**config.mk**
```make
export PLATFORM = sky130hd
export DESIGN_NAME = fib_next_ctrl_flat
export DESIGN_NICKNAME = d
export VERILOG_FILES = /design/src/rtl/fib_next_ctrl_if.sv /design/src/rtl/fib_next_ctrl.sv /design/src/flat_wrapper.sv
export SDC_FILE = /design/constraint.sdc
export NUM_CORES = 1
export LEC_CHECK = 0
export BUFFER_PORTS_ARGS = -buffer_cell sky130_fd_sc_hd__buf_2
export CAP_MARGIN = 30
export CORE_MARGIN = 5
export CORE_UTILIZATION = 51
export DETAILED_ROUTE_END_ITERATION = 6
export GPL_TIMING_DRIVEN = 0
export PLACE_DENSITY = 0.78
export SETUP_SLACK_MARGIN = 0.02
export SLEW_MARGIN = 20
export SYNTH_ARGS = -nofsm -noshare
export SYNTH_HDL_FRONTEND = slang
export SYNTH_SLANG_ARGS = --single-unit
```
**constraint.sdc**
```tcl
create_clock -name clk -period 1.95 [get_ports clk]
set_input_delay 0 -clock clk [delete_from_list [all_inputs] [get_ports clk]]
set_output_delay 0 -clock clk [all_outputs]
set_load 0.03 [all_outputs]
```
**src/rtl/fib_next_ctrl_if.sv**
```systemverilog
// Handshake/term bundle between the Fibonacci next-term controller and its environment.
// master = environment (start/hold, term register outputs); slave = fib_next_ctrl.
interface fib_next_ctrl_if #(
  parameter int WIDTH = 4
);
  logic             start;
  logic             hold;
  logic [WIDTH-1:0] cur_a;
  logic [WIDTH-1:0] cur_b;
  logic [WIDTH-1:0] next_a;
  logic [WIDTH-1:0] next_b;
  logic [WIDTH-1:0] term_out;
  logic             term_valid;
  logic [WIDTH-1:0] term_idx;
  logic             busy;
  logic             done;
  logic             overflow;

  modport master (
    output start, hold, cur_a, cur_b,
    input  next_a, next_b, term_out, term_valid, term_idx, busy, done, overflow
  );

  modport slave (
    input  start, hold, cur_a, cur_b,
    output next_a, next_b, term_out, term_valid, term_idx, busy, done, overflow
  );
endinterface

```
**src/rtl/fib_next_ctrl.sv**
```systemverilog
// Next-term controller for the Fibonacci generator: seeds, advances and ends a run of terms.
// Define FIB_WRAP_EN to let a carry-out wrap modulo 2^WIDTH instead of ending the run.
module fib_next_ctrl #(
  parameter int WIDTH     = 4,
  parameter int MAX_TERMS = 16
) (
  input logic           clk,
  input logic           reset,
  fib_next_ctrl_if.slave bus
);

  localparam int TERM_SPAN = 1 << WIDTH;
  localparam int MAX_EFF   = (MAX_TERMS < 1) ? 1 :
                             ((MAX_TERMS > TERM_SPAN) ? TERM_SPAN : MAX_TERMS);
  localparam logic [WIDTH:0] MAX_CNT = (WIDTH+1)'(MAX_EFF);

  typedef enum logic [2:0] {
    S_IDLE,
    S_LOAD,
    S_RUN,
    S_DRAIN,
    S_DONE
  } state_t;

  state_t           state_q, state_d;
  logic [WIDTH-1:0] term_out_q, term_out_d;
  logic             term_valid_q, term_valid_d;
  logic [WIDTH-1:0] term_idx_q, term_idx_d;
  logic             overflow_q, overflow_d;
  logic [WIDTH:0]   emit_cnt_q, emit_cnt_d;

  logic [WIDTH-1:0] next_a, next_b;
  logic             busy, done;

  // Emit counter is one bit wider than term_idx so MAX_TERMS = 2^WIDTH is reachable.
  logic [WIDTH:0]   sum;
  logic             carry;
  logic [WIDTH:0]   cnt_inc;
  logic             last_emit;
  logic             cnt_full;

  assign sum       = {1'b0, bus.cur_a} + {1'b0, bus.cur_b};
  assign carry     = sum[WIDTH];
  assign cnt_inc   = emit_cnt_q + (WIDTH+1)'(1);
  assign last_emit = (cnt_inc == MAX_CNT);
  assign cnt_full  = (emit_cnt_q == MAX_CNT);

  always_ff @(posedge clk or posedge reset) begin
    if (reset) begin
      state_q      <= S_IDLE;
      term_out_q   <= '0;
      term_valid_q <= 1'b0;
      term_idx_q   <= '0;
      overflow_q   <= 1'b0;
      emit_cnt_q   <= '0;
    end else begin
      state_q      <= state_d;
      term_out_q   <= term_out_d;
      term_valid_q <= term_valid_d;
      term_idx_q   <= term_idx_d;
      overflow_q   <= overflow_d;
      emit_cnt_q   <= emit_cnt_d;
    end
  end

  always_comb begin
    state_d = state_q;
    unique case (state_q)
      S_IDLE, S_DONE: if (bus.start) state_d = S_LOAD;
      S_LOAD:         state_d = S_RUN;
      S_RUN: begin
        if (!bus.hold) begin
          if (last_emit) begin
            state_d = S_DONE;
          end else if (carry) begin
`ifdef FIB_WRAP_EN
            state_d = S_RUN;
`else
            state_d = S_DRAIN;
`endif
          end
        end
      end
      S_DRAIN:        state_d = S_DONE;
      default:        state_d = S_IDLE;
    endcase
  end

  always_comb begin
    next_a       = bus.cur_a;
    next_b       = bus.cur_b;
    term_out_d   = term_out_q;
    term_valid_d = 1'b0;
    term_idx_d   = term_idx_q;
    overflow_d   = overflow_q;
    emit_cnt_d   = emit_cnt_q;
    busy         = (state_q == S_LOAD) || (state_q == S_RUN) || (state_q == S_DRAIN);
    done         = (state_q == S_DONE);

    unique case (state_q)
      S_IDLE, S_DONE: begin
        if (bus.start) begin
          term_idx_d = '0;
          overflow_d = 1'b0;
          emit_cnt_d = '0;
        end
      end
      S_LOAD: begin
        next_a = '0;
        next_b = WIDTH'(1);
      end
      S_RUN: begin
        if (!bus.hold) begin
          term_out_d   = bus.cur_a;
          term_valid_d = 1'b1;
          term_idx_d   = emit_cnt_q[WIDTH-1:0];
          emit_cnt_d   = cnt_inc;
          // The term limit wins over carry: registers freeze and overflow stays untouched.
          if (!last_emit) begin
            if (carry) begin
              overflow_d = 1'b1;
`ifdef FIB_WRAP_EN
              next_a = bus.cur_b;
              next_b = sum[WIDTH-1:0];
`endif
            end else begin
              next_a = bus.cur_b;
              next_b = sum[WIDTH-1:0];
            end
          end
        end
      end
      S_DRAIN: begin
        if (!cnt_full) begin
          term_out_d   = bus.cur_b;
          term_valid_d = 1'b1;
          term_idx_d   = emit_cnt_q[WIDTH-1:0];
          emit_cnt_d   = cnt_inc;
        end
      end
      default: begin
        next_a = bus.cur_a;
        next_b = bus.cur_b;
      end
    endcase
  end

  assign bus.next_a     = next_a;
  assign bus.next_b     = next_b;
  assign bus.term_out   = term_out_q;
  assign bus.term_valid = term_valid_q;
  assign bus.term_idx   = term_idx_q;
  assign bus.busy       = busy;
  assign bus.done       = done;
  assign bus.overflow   = overflow_q;

  a_busy_done_excl: assert property (@(posedge clk) disable iff (reset) !(busy && done));
  a_valid_needs_run: assert property (@(posedge clk) disable iff (reset)
                                      term_valid_q |-> (busy || done));

endmodule

```
**src/flat_wrapper.sv**
```systemverilog
// flat-port wrapper written by rule: the top's interface ports become plain ports
module fib_next_ctrl_flat 
#(
  parameter int WIDTH     = 4,
  parameter int MAX_TERMS = 16
)
  (clk, reset, bus_start, bus_hold, bus_cur_a, bus_cur_b, bus_next_a, bus_next_b, bus_term_out, bus_term_valid, bus_term_idx, bus_busy, bus_done, bus_overflow);
  fib_next_ctrl_if #(.WIDTH(WIDTH)) bus_i ();
  input logic clk;
  input logic reset;
  input wire logic [$bits(bus_i.start)-1:0] bus_start;
  input wire logic [$bits(bus_i.hold)-1:0] bus_hold;
  input wire logic [$bits(bus_i.cur_a)-1:0] bus_cur_a;
  input wire logic [$bits(bus_i.cur_b)-1:0] bus_cur_b;
  output wire logic [$bits(bus_i.next_a)-1:0] bus_next_a;
  output wire logic [$bits(bus_i.next_b)-1:0] bus_next_b;
  output wire logic [$bits(bus_i.term_out)-1:0] bus_term_out;
  output wire logic [$bits(bus_i.term_valid)-1:0] bus_term_valid;
  output wire logic [$bits(bus_i.term_idx)-1:0] bus_term_idx;
  output wire logic [$bits(bus_i.busy)-1:0] bus_busy;
  output wire logic [$bits(bus_i.done)-1:0] bus_done;
  output wire logic [$bits(bus_i.overflow)-1:0] bus_overflow;
  assign bus_i.start = bus_start;
  assign bus_i.hold = bus_hold;
  assign bus_i.cur_a = bus_cur_a;
  assign bus_i.cur_b = bus_cur_b;
  assign bus_next_a = bus_i.next_a;
  assign bus_next_b = bus_i.next_b;
  assign bus_term_out = bus_i.term_out;
  assign bus_term_valid = bus_i.term_valid;
  assign bus_term_idx = bus_i.term_idx;
  assign bus_busy = bus_i.busy;
  assign bus_done = bus_i.done;
  assign bus_overflow = bus_i.overflow;
  fib_next_ctrl #(.WIDTH(WIDTH), .MAX_TERMS(MAX_TERMS)) u_core (.clk(clk), .reset(reset), .bus(bus_i));
endmodule
```
Yosys cells after proc, flatten, opt, wreduce, memory -nomap -nowiden
Cells that the tools add are included.
{ "word_totals": {"register_bits": 18, "input_bits": 12} }
{ "op_classes": {"add_sub_neg": 2, "eq_ne": 12, "mux": 32, "reduce_logical": 11} }
{ "ops": {"columns": ["cell", "n"], "rows": [
  ["2-to-1 mux 4 bit", 11],
  ["case mux 4 bit (2 select lines)", 3],
  ["2-to-1 mux 5 bit", 3],
  ["case mux 5 bit (3 select lines)", 1],
  ["2-to-1 mux 3 bit", 4],
  ["case mux 3 bit (4 select lines)", 1],
  ["case mux 4 bit (3 select lines)", 1],
  ["== test 5 bit (second input constant)", 2],
  ["inequality test 2 bit (second input constant)", 4],
  ["== test 3 x 2 -> 1 bit (second input constant)", 2],
  ["2-to-1 mux 1 bit", 6],
  ["AND reduction 3 bit", 2],
  ["adder 4 x 4 -> 5 bit", 1],
  ["adder 5 x 1 -> 5 bit (second input constant)", 1],
  ["AND reduction 5 bit", 1],
  ["case mux 1 bit (2 select lines)", 2],
  ["AND reduction 4 bit", 1],
  ["nonzero test 2 bit", 2],
  ["== test 3 x 1 -> 1 bit (second input constant)", 1],
  ["== test 3 bit (second input constant)", 1],
  ["logical NOT 3 bit", 1],
  ["inequality test 3 x 1 -> 1 bit (second input constant)", 1],
  ["nonzero test 3 bit", 1],
  ["logical OR 1 bit", 2],
  ["2 further kinds", 2]
]} }

Logic depth before layout (Yosys ltp)
{ "logic_depth": {"ltp_word": 5, "depth_mapped": 8, "mapped_depth_nobuf": 6} }

Worst setup path after synthesis
Ideal clock, no wire load.
{ "synth_timing": {"path_kind": "reg-to-output", "start": "reg u_core.emit_cnt_q[0]", "end": "out bus_next_a[0]", "arrival_ns": 1.678, "path_slack_ns": 0.272, "stages_incl_launch_ff": 5, "cell_sequence": "dfrtp_1 > ha_1 > nand2_1 > o21ai_4 > mux2i_1"} }
{ "synth_between": {"elab_chain_len": 5} }
{ "synth_rtl": {"columns": ["item", "line_no", "rtl"], "rows": [
  ["start: declaration", "fib_next_ctrl.sv:30", "logic [WIDTH:0] emit_cnt_q, emit_cnt_d;"],
  ["start signal: assignment", "fib_next_ctrl.sv:62", "emit_cnt_q <= emit_cnt_d;"],
  ["adder 5 x 1 -> 5 bit", "fib_next_ctrl.sv:44", "assign cnt_inc = emit_cnt_q + (WIDTH+1)'(1);"],
  ["== test 5 bit", "fib_next_ctrl.sv:45", "assign last_emit = (cnt_inc == MAX_CNT);"],
  ["2-to-1 mux 4 bit", "fib_next_ctrl.sv:119", "if (!last_emit) begin"],
  ["2-to-1 mux 4 bit", "fib_next_ctrl.sv:113", "if (!bus.hold) begin"],
  ["case mux 4 bit (2 select lines)", "fib_next_ctrl.sv:100", "unique case (state_q)"],
  ["end: declaration", "flat_wrapper.sv:15", "output wire logic [$bits(bus_i.next_a)-1:0] bus_next_a;"]
]} }
No other way between the ends.

Worst setup path after layout
{ "layout_timing": {"start": "reg u_core.emit_cnt_q[4]", "end": "out bus_next_a[0]"} }
Same word-level chain as after synthesis.

==> key figures <==
Run status
  – Status: complete, no violations

Timing
  – Unrepaired setup endpoints after global routing: true
  – Pins over their slew limit: 0
  – Count of final hold-check violations: 0
  – Clock Skews: 0.00698 ns
  – Final setup fails: 0
  – Hold Slack: 0.0505 ns
  – Worst relative slew slack: 55.2%
  – TNS Setup: 0 ns
  – Fmax achieved: 0.544 GHz
  – Final min period: 1.84 ns
  – Slew @ Worst Pin: 0.671 ns
  – Final period util: 94.3%

Setup path
  – CP Max Fanout: 6
  – Required @ worst endpoint: 1.95 ns
  – Crit path DAT: 1.84 ns
  – CP startpoint kind: flop
  – Crit end category: output pin
  – Kind of critical path: reg -> out

Global route
  – Congestion Overflow GR: 0
  – Most Crowded Layer GR: met2
  – Gr usage total: 18.2%
  – Pin count of the biggest net entering global routing: 19
  – First-pass GRT wire length: 4920 um
  – Initial antenna violation count: 0
  – Routing usage on met3: 3.07%
  – Met2 GRT Util: 29.2%
  – Vias in the first global route: 1072
  – Grt met1 use: 25.1%

Detailed routing
  – Post-route DRC: 0
  – 1st-iter DRT viols: 35
  – Via Count: 1089
  – Routed WL: 2800 um
  – Routed Antenna Nets: 0
  – Pre-Repair DR Iteration Count: 4
  – Routed len/inst: 13.9 um
  – Via/cell ratio: 5.39

Placed design
  – Placed wire-length estimate: 2120 um
  – Global placement routability congestion: 0.805
  – Buffers on Ports: 31
  – DP Area: 0.00138 mm2

Power and ir drop
  – Maximum vdd ir drop: 0.884 mV
  – Total power: 2100 uW
  – Leakage: 0.000855 uW
  – Pwr Density: 1390 mW/mm2

Worst hold path
  – Hold Crit Class: in -> reg

Synthesis
  – Most frequent cell after synthesis: nand2_1
  – Synth cell types: 35
  – Yosys top cell by area: dfrtp_1
  – Syn Area/Cell: 8.97 um2
  – Mapped Area: 0.00119 mm2
  – Async set-reset flop share out of synthesis: 100%
  – Yosys top cell area share: 37.7%
  – Register bit count reported by yosys: 18
  – Main synth FF type: dfrtp_1
  – Top post-synthesis cells by count: nand2_1, dfrtp_1, mux2i_1
  – Ranking of synthesized cells by area: dfrtp_1, mux2i_1, nand2_1
  – Yosys warns: 0
  – Cells after Synth: 133
  – Post-Syn Nets: 152
  – Post-synth EDFFs: 0
  – Sequential share of the synthesized area: 37.7%

Flow run
  – MaxCap Viol Count: 0

Clock tree
  – Skew-Pair Late Insertion Delay: 0.29 ns
  – CTS clk-pin slew, worst paths: 0.09 ns
  – Clock tree sinks: 18
  – Clock Tree Buf Depth: 2
  – H-tree depth: 1
  – Root Buffer: clkbuf_4
  – CTS tree: built
  – Clock buffer count from CTS: 3

Floorplan
  – I/O pin count: 32
  – CORE AREA: 0.00223 mm2
  – Die H: 58.4 um
  – Core Rows: 17
  – Die X: 58.4 um
  – Initial Util: 53.4%
  – Die area: 0.00341 mm2

Cells and area
  – N_diodes: 0
  – Design area: 0.00150 mm2
  – Nets: 195
  – Fraction of layout cells with a size suffix above 1: 32.2%
  – Layout area overhead: 26.0%
## registers in the layout, summed over array words and instances (netlist names)
register / cells
u_core.state_q: 3
u_core.bus.term_out: 4
u_core.bus.term_idx: 4
u_core.bus.overflow: 1
u_core.emit_cnt_q: 5
u_core.bus.term_valid: 1
## path summary, 6_finish.rpt
path / startpoint / endpoint / slack, ns / depth (start not counted)
setup / recovery: u_core.emit_cnt_q[4] / bus_next_a[0] / 0.11 / 6
hold / removal: bus_hold / u_core.state_q[0] / 0.05 / 4
setup reg to reg: u_core.emit_cnt_q[0] / u_core.bus.term_idx[0] / 0.23 / 8
hold reg to reg: u_core.bus.overflow / u_core.bus.overflow / 0.48 / 2
max in group asynchronous: reset / u_core.emit_cnt_q[0] / 1.14 / 3
min in group asynchronous: reset / u_core.bus.term_idx[1] / 0.34 / 3
## timing repair
action	4_1_cts	5_1_grt
hold buffers	2	0
resized for setup	1	18
endpoints found under the setup margin	8	8
pin swaps	1	1
hold endpoints to repair	19	0
setup buffers	3	3
## metal layers
layer  vias up  share of wire [%]
met5         -                  0
met1       508                 48
met3         6                4.2
li1        545                  -
met4         0                1.5
met2        30                 47
## cells by family after synthesis
logic type	Yosys count	share of synthesized area, %
AND/OR/NAND/NOR	49	19.5
XOR/XNOR	2	1.47
AO/OA/AOI/OAI	30	17.1
adder cells (fa/ha/maj)	7	7.97
buffers and inverters	14	5.14
flip-flops	18	37.7
multiplexers	13	11.1
## through the flow
stage / cells / utilization (%) / setup slack, ns
final: 202 / 67.3 / 0.111
after global routing: 202 / 67.3 / 0.000480
after CTS: 200 / 64.9 / 0.0269
after detailed placement: 192 / 62.0 / 0.191
after global placement: 192 / 62.0 / 0.234
after floorplan: 133 / - / 0.272
## final cells by class
cell class | instances | area (um2)
Fill cell | 183 | 729
Timing Repair Buffer | 39 | 234
Tap cell | 28 | 35.0
Inverter | 10 | 37.5
Multi-Input combinational cell | 101 | 696
Buffer | 3 | 22.5
Clock buffer | 3 | 22.5
Sequential cell | 18 | 457
## power by group
part	leakage, uW	switching (uW)	total, uW	internal [uW]
registers	0.000224	102	611	510
logic	0.000617	823	1300	479
clock network	0.0000138	112	184	71.8
## critical path, stage by stage (launching register included)
cell	delay, ns
dfrtp_2	0.46
and4b_1	0.27
a21oi_2	0.06
o21ai_4	0.20
buf_4	0.16
mux2i_2	0.21
buf_4	0.19
## layout by cell type, fill, tap and decap left out, types with 5 or more instances in the layout
cell type and instances:
nor2_1 10, buf_4 12, dfrtp_2 5, o21ai_0 5
inv_1 10, mux2i_1 10, buf_2 27, dfrtp_1 13
a21oi_1 10, nand2_1 22, ha_1 5
Note: power is estimated with default switching activity, not from simulation.
